==> src/rtl/pwm_pkg.sv <==
// Shared constants and types for the multi-channel PWM block.
package pwm_pkg;

  localparam int DEF_CHANNELS  = 4;
  localparam int DEF_CNT_W     = 8;
  localparam int DEF_PERIOD    = 10;
  localparam int DEF_DUTY_INIT = 5;
  localparam int DEF_DEB_DIV   = 2;

  typedef enum logic {
    UP   = 1'b0,
    DOWN = 1'b1
  } cnt_dir_e;

endpackage

==> src/rtl/pwm_debounce.sv <==
// Tick-sampled two-flop button synchroniser producing one event per press.
module pwm_debounce
  import pwm_pkg::*;
(
  input  logic clk,
  input  logic rst_n,
  input  logic tick,
  input  logic raw,
  output logic evt
);

  logic s1;
  logic s2;

  always_ff @(posedge clk or negedge rst_n) begin
    if (!rst_n) begin
      s1 <= 1'b0;
      s2 <= 1'b0;
    end else if (tick) begin
      s1 <= raw;
      s2 <= s1;
    end
  end

  // rising edge seen between the last two ticks, qualified so it lasts one cycle
  assign evt = s1 & ~s2 & tick;

endmodule

==> src/rtl/pwm_multi_channel.sv <==
// Multi-channel PWM with debounced duty buttons and period-synchronous duty update.
// Define PWM_CENTER_ALIGN_EN for an up/down (center-aligned) counter of 2*PERIOD cycles.
module pwm_multi_channel
  import pwm_pkg::*;
#(
  parameter int CHANNELS  = DEF_CHANNELS,
  parameter int CNT_W     = DEF_CNT_W,
  parameter int PERIOD    = DEF_PERIOD,
  parameter int DUTY_INIT = DEF_DUTY_INIT,
  parameter int DEB_DIV   = DEF_DEB_DIV
) (
  input  logic                      clk,
  input  logic                      rst_n,
  input  logic [CHANNELS-1:0]       inc_duty,
  input  logic [CHANNELS-1:0]       dec_duty,
  output logic [CHANNELS-1:0]       pwm_out,
  output logic                      period_tick,
  output logic [CHANNELS*CNT_W-1:0] duty_o
);

  localparam int DEB_W = (DEB_DIV > 1) ? $clog2(DEB_DIV) : 1;
  localparam logic [CNT_W-1:0] CNT_TOP   = CNT_W'(PERIOD - 1);
  localparam logic [CNT_W-1:0] DUTY_MAX  = CNT_W'(PERIOD);
  localparam logic [CNT_W-1:0] DUTY_RST  = CNT_W'(DUTY_INIT);
  localparam logic [DEB_W-1:0] DEB_TOP   = DEB_W'(DEB_DIV - 1);

  if (DUTY_INIT > PERIOD || PERIOD >= 2**CNT_W || PERIOD < 2 || DEB_DIV < 1 || CHANNELS < 1)
  begin : g_bad_params
    $error("pwm_multi_channel: illegal parameter combination");
  end

  logic [DEB_W-1:0] deb_cnt;
  logic             deb_tick;
  logic [CNT_W-1:0] cnt;

  assign deb_tick = (deb_cnt == DEB_TOP);

  always_ff @(posedge clk or negedge rst_n) begin
    if (!rst_n)        deb_cnt <= '0;
    else if (deb_tick) deb_cnt <= '0;
    else               deb_cnt <= deb_cnt + 1'b1;
  end

`ifdef PWM_CENTER_ALIGN_EN
  cnt_dir_e dir;

  // both turning points are held for one extra cycle so a full period is 2*PERIOD
  always_ff @(posedge clk or negedge rst_n) begin
    if (!rst_n) begin
      cnt <= '0;
      dir <= UP;
    end else if (dir == UP) begin
      if (cnt == CNT_TOP) dir <= DOWN;
      else                cnt <= cnt + 1'b1;
    end else begin
      if (cnt == '0) dir <= UP;
      else           cnt <= cnt - 1'b1;
    end
  end

  assign period_tick = (dir == DOWN) && (cnt == '0);
`else
  always_ff @(posedge clk or negedge rst_n) begin
    if (!rst_n)               cnt <= '0;
    else if (cnt == CNT_TOP)  cnt <= '0;
    else                      cnt <= cnt + 1'b1;
  end

  assign period_tick = (cnt == CNT_TOP);
`endif

  logic [CHANNELS-1:0] inc_evt;
  logic [CHANNELS-1:0] dec_evt;

  for (genvar i = 0; i < CHANNELS; i++) begin : g_ch
    logic [CNT_W-1:0] pend;
    logic [CNT_W-1:0] act;
    logic             pwm_q;

    pwm_debounce u_inc (
      .clk   (clk),
      .rst_n (rst_n),
      .tick  (deb_tick),
      .raw   (inc_duty[i]),
      .evt   (inc_evt[i])
    );

    pwm_debounce u_dec (
      .clk   (clk),
      .rst_n (rst_n),
      .tick  (deb_tick),
      .raw   (dec_duty[i]),
      .evt   (dec_evt[i])
    );

    // active duty only moves at period end, so an edit never cuts a pulse short
    always_ff @(posedge clk or negedge rst_n) begin
      if (!rst_n) begin
        pend  <= DUTY_RST;
        act   <= DUTY_RST;
        pwm_q <= 1'b0;
      end else begin
        if (inc_evt[i] && !dec_evt[i] && pend != DUTY_MAX)
          pend <= pend + 1'b1;
        else if (dec_evt[i] && !inc_evt[i] && pend != '0)
          pend <= pend - 1'b1;
        if (period_tick) act <= pend;
        pwm_q <= (cnt < act);
      end
    end

    assign pwm_out[i]                = pwm_q;
    assign duty_o[i*CNT_W +: CNT_W]  = act;
  end

endmodule

==> config.mk <==
export PLATFORM = sky130hd
export DESIGN_NAME = pwm_multi_channel
export DESIGN_NICKNAME = d
export VERILOG_FILES = /design/src/rtl/pwm_pkg.sv /design/src/rtl/pwm_debounce.sv /design/src/rtl/pwm_multi_channel.sv
export SDC_FILE = /design/constraint.sdc
export NUM_CORES = 1
export LEC_CHECK = 0
export ABC_CLOCK_PERIOD_IN_PS = 2200
export BUFFER_PORTS_ARGS = -buffer_cell sky130_fd_sc_hd__buf_4
export CAP_MARGIN = 15
export CORE_MARGIN = 3
export CORE_UTILIZATION = 54
export DETAILED_ROUTE_END_ITERATION = 16
export PLACE_DENSITY_LB_ADDON = 0.25
export SLEW_MARGIN = 10
export SYNTH_ARGS = -nofsm -noshare
export SYNTH_HDL_FRONTEND = slang
export SYNTH_SLANG_ARGS = --single-unit
==> constraint.sdc <==
create_clock -name clk -period 2.2 [get_ports clk]
set_input_delay 0.66 -clock clk [delete_from_list [all_inputs] [get_ports clk]]
set_output_delay 0.66 -clock clk [all_outputs]
set_load 0.01 [all_outputs]
# --- Word level (Yosys, flattened, before mapping) ---
# Cells that the tools add are included.
word_totals:
  output_inout_bits: 37
  reg_bits: 93
  wordCells: 115
op_classes:
  reduce_logical: 32
  bitwise_logic: 24
  n_lt_le_gt_ge: 4
  n_mux: 10
  eq_ne: 5
  addsub: 10
op_table:
  columns: ["cell", "count"]
  rows:
  - ["8-bit two-way mux", 9]
  - ["8-bit by 1-bit adder with 8-bit output, second input constant", 5]
  - ["8-bit < comparator", 4]
  - ["8-bit by 4-bit inequality test with 1-bit output, second input constant", 4]
  - ["8-bit nonzero test", 4]
  - ["8-bit by 1-bit subtractor with 8-bit output, second input constant", 4]
  - ["1-bit AND", 16]
  - ["1-bit logical AND", 16]
  - ["8-bit by 4-bit == test with 1-bit output, second input constant", 1]
  - ["1-bit zero test", 8]
  - ["1-bit inverter", 8]
  - ["2-bit nonzero test", 4]
  - ["1-bit adder, second input constant", 1]
  - ["1-bit two-way mux", 1]

# --- Depth between registers and ports, before layout ---
# Gate-level depths: netlist of run 1.
logic_depth:
  word_depth: 8
  mapped_depth: 10

# --- Hierarchy ---
# Synthesis of run 1 repeated with hierarchy kept, for this count alone.
unflattened:
  cells_unflattened: 507
  hier_area_um2: 5480.3
by_module_without_submodules:
  columns: ["module", "n_inst", "cells_each", "seq_area_each_um2", "area_per_inst_um2"]
  rows:
  - ["pwm_multi_channel", 1, 467, 1946.9, 4819.6]
  - ["pwm_debounce", 8, 5, 50.0, 82.6]

# --- Worst setup path after synthesis of run 1 ---
# OpenSTA, ideal clock, no wires.
synth_path:
  kind: "reg2reg"
  startpoint: "reg g_ch[2].pend[0]"
  endpoint: "reg g_ch[2].pend[7]"
  stages_incl_launch_ff: 10
  t_arrival_ps: 2326
  period_less_slack_ps: 2405
  slack_ps: -205
  cell_sequence: "dfstp_2 nor4_1 nand2_1 o21ai_2 ha_1 a211oi_1 o21ai_0 a31oi_1 mux2i_1 xor2_1"
synth_via:
  elab_chain_len: 3
  word_cells_on_any_way: 9
synth_lines:
  columns: ["item", "line_no", "source"]
  rows:
  - ["start: declaration", "pwm_multi_channel.sv:76", "logic [CNT_W-1:0] pend;"]
  - ["start signal: assignment", "pwm_multi_channel.sv:104", "pend <= pend + 1'b1;"]
  - ["start signal: assignment", "pwm_multi_channel.sv:106", "pend <= pend - 1'b1;"]
  - ["8-bit by 1-bit subtractor with 8-bit output, or another cell as far along", "pwm_multi_channel.sv:106", null]
  - ["8-bit two-way mux, or another cell as far along", "pwm_multi_channel.sv:105", "else if (dec_evt[i] && !inc_evt[i] && pend != '0)"]
  - ["8-bit two-way mux or 2-bit nonzero test (tied branches)", null, null]
# Parallel ways exist; a longest one is shown, timed or not. The select of a mux whose other input is x is not followed.
# A chain may end at the register's enable or synchronous reset.

# --- Worst setup path in the final report of run 1 ---
layout_path:
  startpoint: "reg g_ch[1].pend[2]"
  endpoint: "reg g_ch[1].pend[7]"
layout_via:
  elab_chain_len: 3
  word_cells_on_any_way: 9
layout_lines:
  columns: ["item", "line_no"]
  rows:
  - ["start: declaration", "pwm_multi_channel.sv:76"]
  - ["start signal: assignment", "pwm_multi_channel.sv:104"]
  - ["start signal: assignment", "pwm_multi_channel.sv:106"]
  - ["8-bit by 1-bit subtractor with 8-bit output, or another cell as far along", "pwm_multi_channel.sv:106"]
  - ["8-bit two-way mux, or another cell as far along", "pwm_multi_channel.sv:105"]
  - ["8-bit two-way mux or 2-bit nonzero test (tied branches)", null]
# Parallel ways exist; a longest one is shown, timed or not. The select of a mux whose other input is x is not followed.

==> metrics.cfg, run 1 <==
[synthesis]
ys_types = 41
synth-seq-area-share = 0.434
synth_flop_cell = dfrtp_1
avgSynthCellArea_um2 = 10.6
synth_cells = 512
ys.warnings.count = 0
synth_xor_area_frac = 0.0551
synth_area_leaders = dfrtp_1 36%, ha_1 13%, dfstp_2 7.8%
synth_simple_gate_area_frac = 0.101
yosysTopAreaCellShare = 0.357
ys_seq_elements = 93
synth_area_um2 = 5400
muxShareOfSynthArea = 0.0873
synthAdderAreaFrac = 0.140
synth_edf_count = 0
synth_compound_area_frac = 0.139
synth_top_family_by_area = adder cells
synthArstFlopShare = 1.00
syn_nets = 580
yosys.area.top_type = dfrtp_1

[timing]
hold_violations = 0
fin_ws_ps = -284
rsz0062_at_grt = yes
whs_ps = 226
fin_crit_sh = 1.13
min_period_ps = 2480
slew_viol_final = 0
setup_violations = 16
timing.slew.headroom = 0.593
clock_skew_ps = 13.9
max_freq_mhz = 403
worst_pin_slew_ps = 610
setup_tns_ps = -1820

[grt]
grt_pass1_vias = 4411
grt_pass1_wl_um = 21000
grt_max_degree = 64
grt_use_total = 0.234
antenna_found_initial = 0
globalRouteOverflowTotal = 0

[floorplan]
initial_core_util = 0.571
num_rows = 35
core_um2 = 9460
die_x_um = 106
die_y_um = 106
io_pins = 47
fp.dieArea_um2 = 11200

[setup_path]
cp_data_arrival_time_ps = 2780
r2r_slack_ps = -280
crit_path_start_kind = flip-flop
r2r-start = g_ch[1].pend[2]$_DFFE_PN1P_
cp.required_ps = 2490
critical_path_peak_fanout = 5
cp-end-kind = flip-flop
worstReg2RegEnd = g_ch[1].pend[7]$_DFFE_PN0P_
r2r_cells = 9
crit_type = reg2reg

[route]
first_pass_iters = 4
drtAntennaViolNets = 0
vias_per_cell = 5.54
avgRoutedWirePerCell_um = 17.1
drc = 0
vias = 4344
finalWirelength_um = 13400
drtIter0Drc = 132

[worst_hold_path]
hp-class = in2async

[pwr]
leakagePower_nw = 3.41
power_w = 0.0103
combPwrFrac = 0.580
power.switching_w = 0.00383
swShare = 0.373
p_seq_frac = 0.284
clock_power_share = 0.136
vdd_drop_max_mv = 0.779
p_per_area_nw_per_um2 = 1400
p_int_w = 0.00643

[clocking]
clk_root_buffer_cell = clkbuf_8
htree_num_levels = 3
tritoncts = built
hold_buffers = 0
clk_latency_ps = 370
clk_pin_slew_ps = 100
clock_path_buffers = 2
numCtsBuffers = 9
clock-sinks = 93

[cells_and_area]
layout.nets = 718
post-route-util = 0.774
drive_gt1_frac = 0.424
diodes = 0
area_growth_pct = 35.5

[run_status]
violations = setup timing
outcome = finished, violations left

[placed_design]
gp_congestion = 0.856
dp_hpwl_um = 8920
place_ws_ps = -227
numPortBuffers = 46

[flow_run]
max_cap_viol_count = 0

layout by cell type (no fill, tap or decap), drive strengths merged, types with 8 or more instances in the layout:
cell	netlist	routed
a211oi	10	10
a21o	13	13
a21oi	28	28
buf	15	144
clkbuf	3	10
dfrtp	77	77
dfstp	16	16
ha	54	54
inv	32	32
mux2	35	35
nand2	51	51
nand3	12	13
nor2	13	13
o21ai	55	55
o21bai	8	8
xnor2	28	28
worst max path at each step:
stage	from	to	slack (ps)	cells past startpoint
after floorplan	g_ch[2].pend[5]$_DFFE_PN0P_	g_ch[2].pend[7]$_DFFE_PN0P_	-70	9
after global placement	g_ch[1].pend[0]$_DFFE_PN1P_	g_ch[1].pend[7]$_DFFE_PN0P_	-140	9
final	g_ch[1].pend[2]$_DFFE_PN1P_	g_ch[1].pend[7]$_DFFE_PN0P_	-280	9
after CTS	g_ch[2].pend[5]$_DFFE_PN0P_	g_ch[2].pend[7]$_DFFE_PN0P_	-150	10
after detailed placement	g_ch[1].pend[0]$_DFFE_PN1P_	g_ch[1].pend[7]$_DFFE_PN0P_	-230	9
after global routing	g_ch[1].pend[2]$_DFFE_PN1P_	g_ch[1].pend[7]$_DFFE_PN0P_	-430	9
critical path, stage by stage (launching register included):
cell,delay [ps]
dfstp_2,390
nor4_4,310
nand4_1,230
nand3_4,200
ha_4,220
a211oi_2,230
o21ai_0,170
a31oi_2,220
mux2i_1,280
xor2_1,160
cell families (layout without fill, tap and decap cells):
logic type | Yosys count | after routing
fa+ha+maj | 58 | 58
mux | 39 | 39
flops | 93 | 93
buf+inv | 50 | 192
compound gates | 125 | 125
xor+xnor | 34 | 34
simple gates | 113 | 114
per-layer routing:
layer / GRT usage / share of wire / vias to the layer above
met2: 0.416 / 0.53 / 71
met4: 0.0777 / 0.019 / 0
li1: - / - / 2092
met5: 0 / 0 / -
met1: 0.286 / 0.43 / 2158
met3: 0.0449 / 0.025 / 23
power groups by stage:
stage                     sequential [W]  clock (W)  combinational (W)
after floorplan                  0.00316          0            0.00279
final                            0.00292    0.00140            0.00595
after CTS                        0.00290    0.00140            0.00553
after global routing             0.00300    0.00148            0.00650
after detailed placement         0.00288          0            0.00507
after global placement           0.00286          0            0.00488
flip-flops by register name, indices dropped and copies added (netlist names):
name,count
g_ch.u_dec.s2,4
g_ch.u_inc.s2,4
g_ch.pend,32
g_ch.act,32
g_ch.u_inc.s1,4
g_ch.pwm_q,4
g_ch.u_dec.s1,4
cnt,8
deb_cnt,1
repair_timing:
item	in CTS	in global routing
cloned	1	0
resized for setup	44	34
setup buffers	13	13
endpoints found under the setup margin	20	23
pin swaps	45	33
synth_stat cells, drive strengths merged (8+ instances only):
master	count
dfrtp	77
o21ai	55
ha	54
nand2	51
mux2	35
inv	32
a21oi	28
xnor2	28
dfstp	16
buf	15
a21o	13
nor2	13
nand3	12
a211oi	10
o21bai	8
cell type report:
| class | count | area, µm² |
|---|---|---|
| flip-flops and latches | 93 | 2350 |
| fillers | 615 | 2140 |
| multi-input cells | 370 | 3290 |
| well taps | 129 | 161 |
| clock buffers | 10 | 138 |
| inverters | 32 | 120 |
| clock inverters | 6 | 110 |
| repair buffers | 144 | 1160 |
through the flow:
step,std cells,area [µm²]
after floorplan,512,5530
final,784,7320
after global placement,743,6510
after global routing,784,7320
after detailed placement,743,6510
after CTS,773,7090
Power figures use the tool's default switching activity.
==> run 2, diff against run 1 <==
Settings changed: SYNTH_HIERARCHICAL from default to 1.
==> run 2 against run 1 <==
Against the previous run: the run still ends with setup timing left; clock skew fell by 1.2 ps; final cell count is 1.3% higher; synthesized cell count decreased by 0.98%; die area grew 1.4%; design area up 2.0%; core utilization down 1.3 points.
==> metrics.cfg, run 2 <==
[synthesis]
ys.warnings.count = 6
syn_nets = 575
netlist_top_cells_count = 77 x dfrtp_1, 54 x ha_1, 51 x o21ai_0, 48 x nand2_1, 32 x inv_1
avgSynthCellArea_um2 = 10.8
synth_edf_count = 0
synth_cells = 507
synth_flop_cell = dfrtp_1
synthArstFlopShare = 1.00
yosysTopAreaCellShare = 0.352
ys_seq_elements = 93
ys_types = 44
synth_area_um2 = 5480
synth_area_leaders = dfrtp_1 35%, ha_1 12%, dfstp_2 7.7%
synth-seq-area-share = 0.428
yosys.area.top_type = dfrtp_1
synth.most_common_cell = dfrtp_1

[run_status]
outcome = finished, violations left
violations = setup timing

[setup_path]
cp_data_arrival_time_ps = 2780
cp-end-kind = flip-flop
r2r_cells = 11
crit_path_start_kind = flip-flop
cp_slowest_cell = dfrtp_2
critical_path_peak_fanout = 5
crit_path_max_incr_delay_ps = 430
cp.required_ps = 2490
r2r_slack_ps = -300
path_cells = buf_6 > and3b_2 > a41oi_2 > nand2_4 > buf_6 > ha_1 > nor3_1 > o21ai_1 > a31oi_2 > mux2i_1 > xor2_1
cp_common_cell = buf_6
crit_type = reg2reg

[placed_design]
dp_hpwl_um = 9150
dpl-instance-area_um2 = 6860
gp_congestion = 0.865
numPortBuffers = 46

[timing]
clock_skew_ps = 12.7
min_period_ps = 2500
hold_violations = 0
max_freq_mhz = 400
worst_pin_slew_ps = 584
rsz0062_at_grt = yes
setup_violations = 18
fin_ws_ps = -299
setup_tns_ps = -3520
fin_crit_sh = 1.14
slew_viol_final = 0
timing.slew.headroom = 0.611

[clocking]
clk_pin_slew_ps = 90
tritoncts = built
clock_path_buffers = 2
hold_buffers = 0
numCtsBuffers = 9
clk_latency_ps = 370
htree_num_levels = 3
clock-sinks = 93
clk_root_buffer_cell = clkbuf_8

[cells_and_area]
final_area_um2 = 7470
diodes = 0
layout_common_cells = 141 x buf_4, 75 x dfrtp_1, 48 x nand2_1, 40 x o21ai_0, 36 x ha_1
layout.nets = 724
area_growth_pct = 36.3
largestRegisters = g_ch.act (32), g_ch.pend (32), cnt (8)
mostFrequentLayoutCell = buf_4
fillers = 643
post-route-util = 0.761
drive_gt1_frac = 0.469

[floorplan]
fp.dieArea_um2 = 11400
num_rows = 36
initial_core_util = 0.558
core_um2 = 9820
die_y_um = 107
io_pins = 47
die_x_um = 107

[grt]
grt_pass1_wl_um = 22000
grt_use_total = 0.242
grt_max_degree = 65
globalRouteOverflowTotal = 0
antenna_found_initial = 0
grt_pass1_vias = 4577

[route]
finalWirelength_um = 13300
drtAntennaViolNets = 0
vias_per_cell = 5.47
first_pass_iters = 4
vias = 4343
drc = 0
drtIter0Drc = 130
avgRoutedWirePerCell_um = 16.7

[worst_hold_path]
hp-class = in2async

[pwr]
vdd_drop_max_mv = 0.839
power_w = 0.0106
leakagePower_nw = 3.52
p_per_area_nw_per_um2 = 1420

[flow_run]
max_cap_viol_count = 0

==> run 2: cell types whose count changed in the layout (fill, tap and decap cells not counted), sizes merged, moves of 3 or more <==
| cell | previous run | this run |
|---|---|---|
| buf | 144 | 151 |
| xor2 | 6 | 10 |
| o21ai | 55 | 51 |
| a21oi | 28 | 31 |
| a31oi | 5 | 2 |
| a41oi | 0 | 4 |
| xnor2 | 28 | 24 |
| and3b | 3 | 8 |
| o31ai | 4 | 0 |
| nand4 | 4 | 0 |
==> run 2: cells by family after synthesis <==
logic type,synth area share
AO/OA/AOI/OAI,0.134
AND/OR/NAND/NOR,0.104
flip-flops,0.428
adder cells (fa/ha/maj),0.138
buffers and inverters,0.0457
multiplexers,0.0957
XOR/XNOR,0.0543
==> run 2: worst max-delay path, delay by kind of cell (launching register included) <==
| kind | cells | cell delay, ps |
|---|---|---|
| compound gates | 3 | 540 |
| xor+xnor | 1 | 150 |
| fa+ha+maj | 1 | 210 |
| buf+inv | 2 | 290 |
| flops | 1 | 430 |
| mux | 1 | 240 |
| simple gates | 3 | 540 |
==> run 2: where the power goes <==
part           switching [W]  total [W]  internal (W)
sequential          0.000442    0.00291       0.00246
combinational        0.00296    0.00647       0.00352
clock               0.000606    0.00125      0.000647
total                0.00400     0.0106       0.00663
==> run 2: worst paths after layout <==
check                                            from                          end
min                                             rst_n  g_ch[1].pend[1]$_DFFE_PN0P_
max in group asynchronous                       rst_n   g_ch[3].act[2]$_DFFE_PN1P_
max                                 deb_cnt$_DFF_PN0_  g_ch[1].pend[7]$_DFFE_PN0P_
min reg2reg                g_ch[0].act[0]$_DFFE_PN1P_   g_ch[0].act[0]$_DFFE_PN1P_
max reg2reg                         deb_cnt$_DFF_PN0_  g_ch[1].pend[7]$_DFFE_PN0P_
min in group clk           g_ch[0].act[0]$_DFFE_PN1P_   g_ch[0].act[0]$_DFFE_PN1P_
==> run 2: per-layer routing <==
metal,part of all wire,GRT usage,vias to the layer above,wire length [µm]
met2,0.52,0.428,87,6930
met3,0.035,0.0385,28,465
li1,-,-,2087,-
met1,0.42,0.299,2141,5560
met4,0.024,0.0877,0,319
met5,0,0,-,0
==> run 2: cell type report <==
cell class	count	area (µm²)	share of cell area
inverters	33	126	0.0169
clock inverters	5	86.3	0.0116
well taps	133	166	0.0223
clock buffers	11	131	0.0176
repair buffers	151	1180	0.158
multi-input cells	368	3430	0.459
flip-flops and latches	93	2350	0.315
==> run 2: repair_timing <==
item                       4_1_cts  5_1_grt
setup endpoints to repair       20       23
gates cloned                     1        0
hold endpoints to repair         0        0
setup buffers                    8        4
pin swaps                       33       28
gates resized for setup         31       30
==> run 2: through the flow <==
step / hold slack, ps / setup WS [ps] / instances
after floorplan: 364 / -315 / 507
after global placement: 462 / -277 / 766
after detailed placement: 466 / -338 / 766
after CTS: 234 / -241 / 791
after global routing: 244 / -417 / 794
final: 229 / -299 / 794
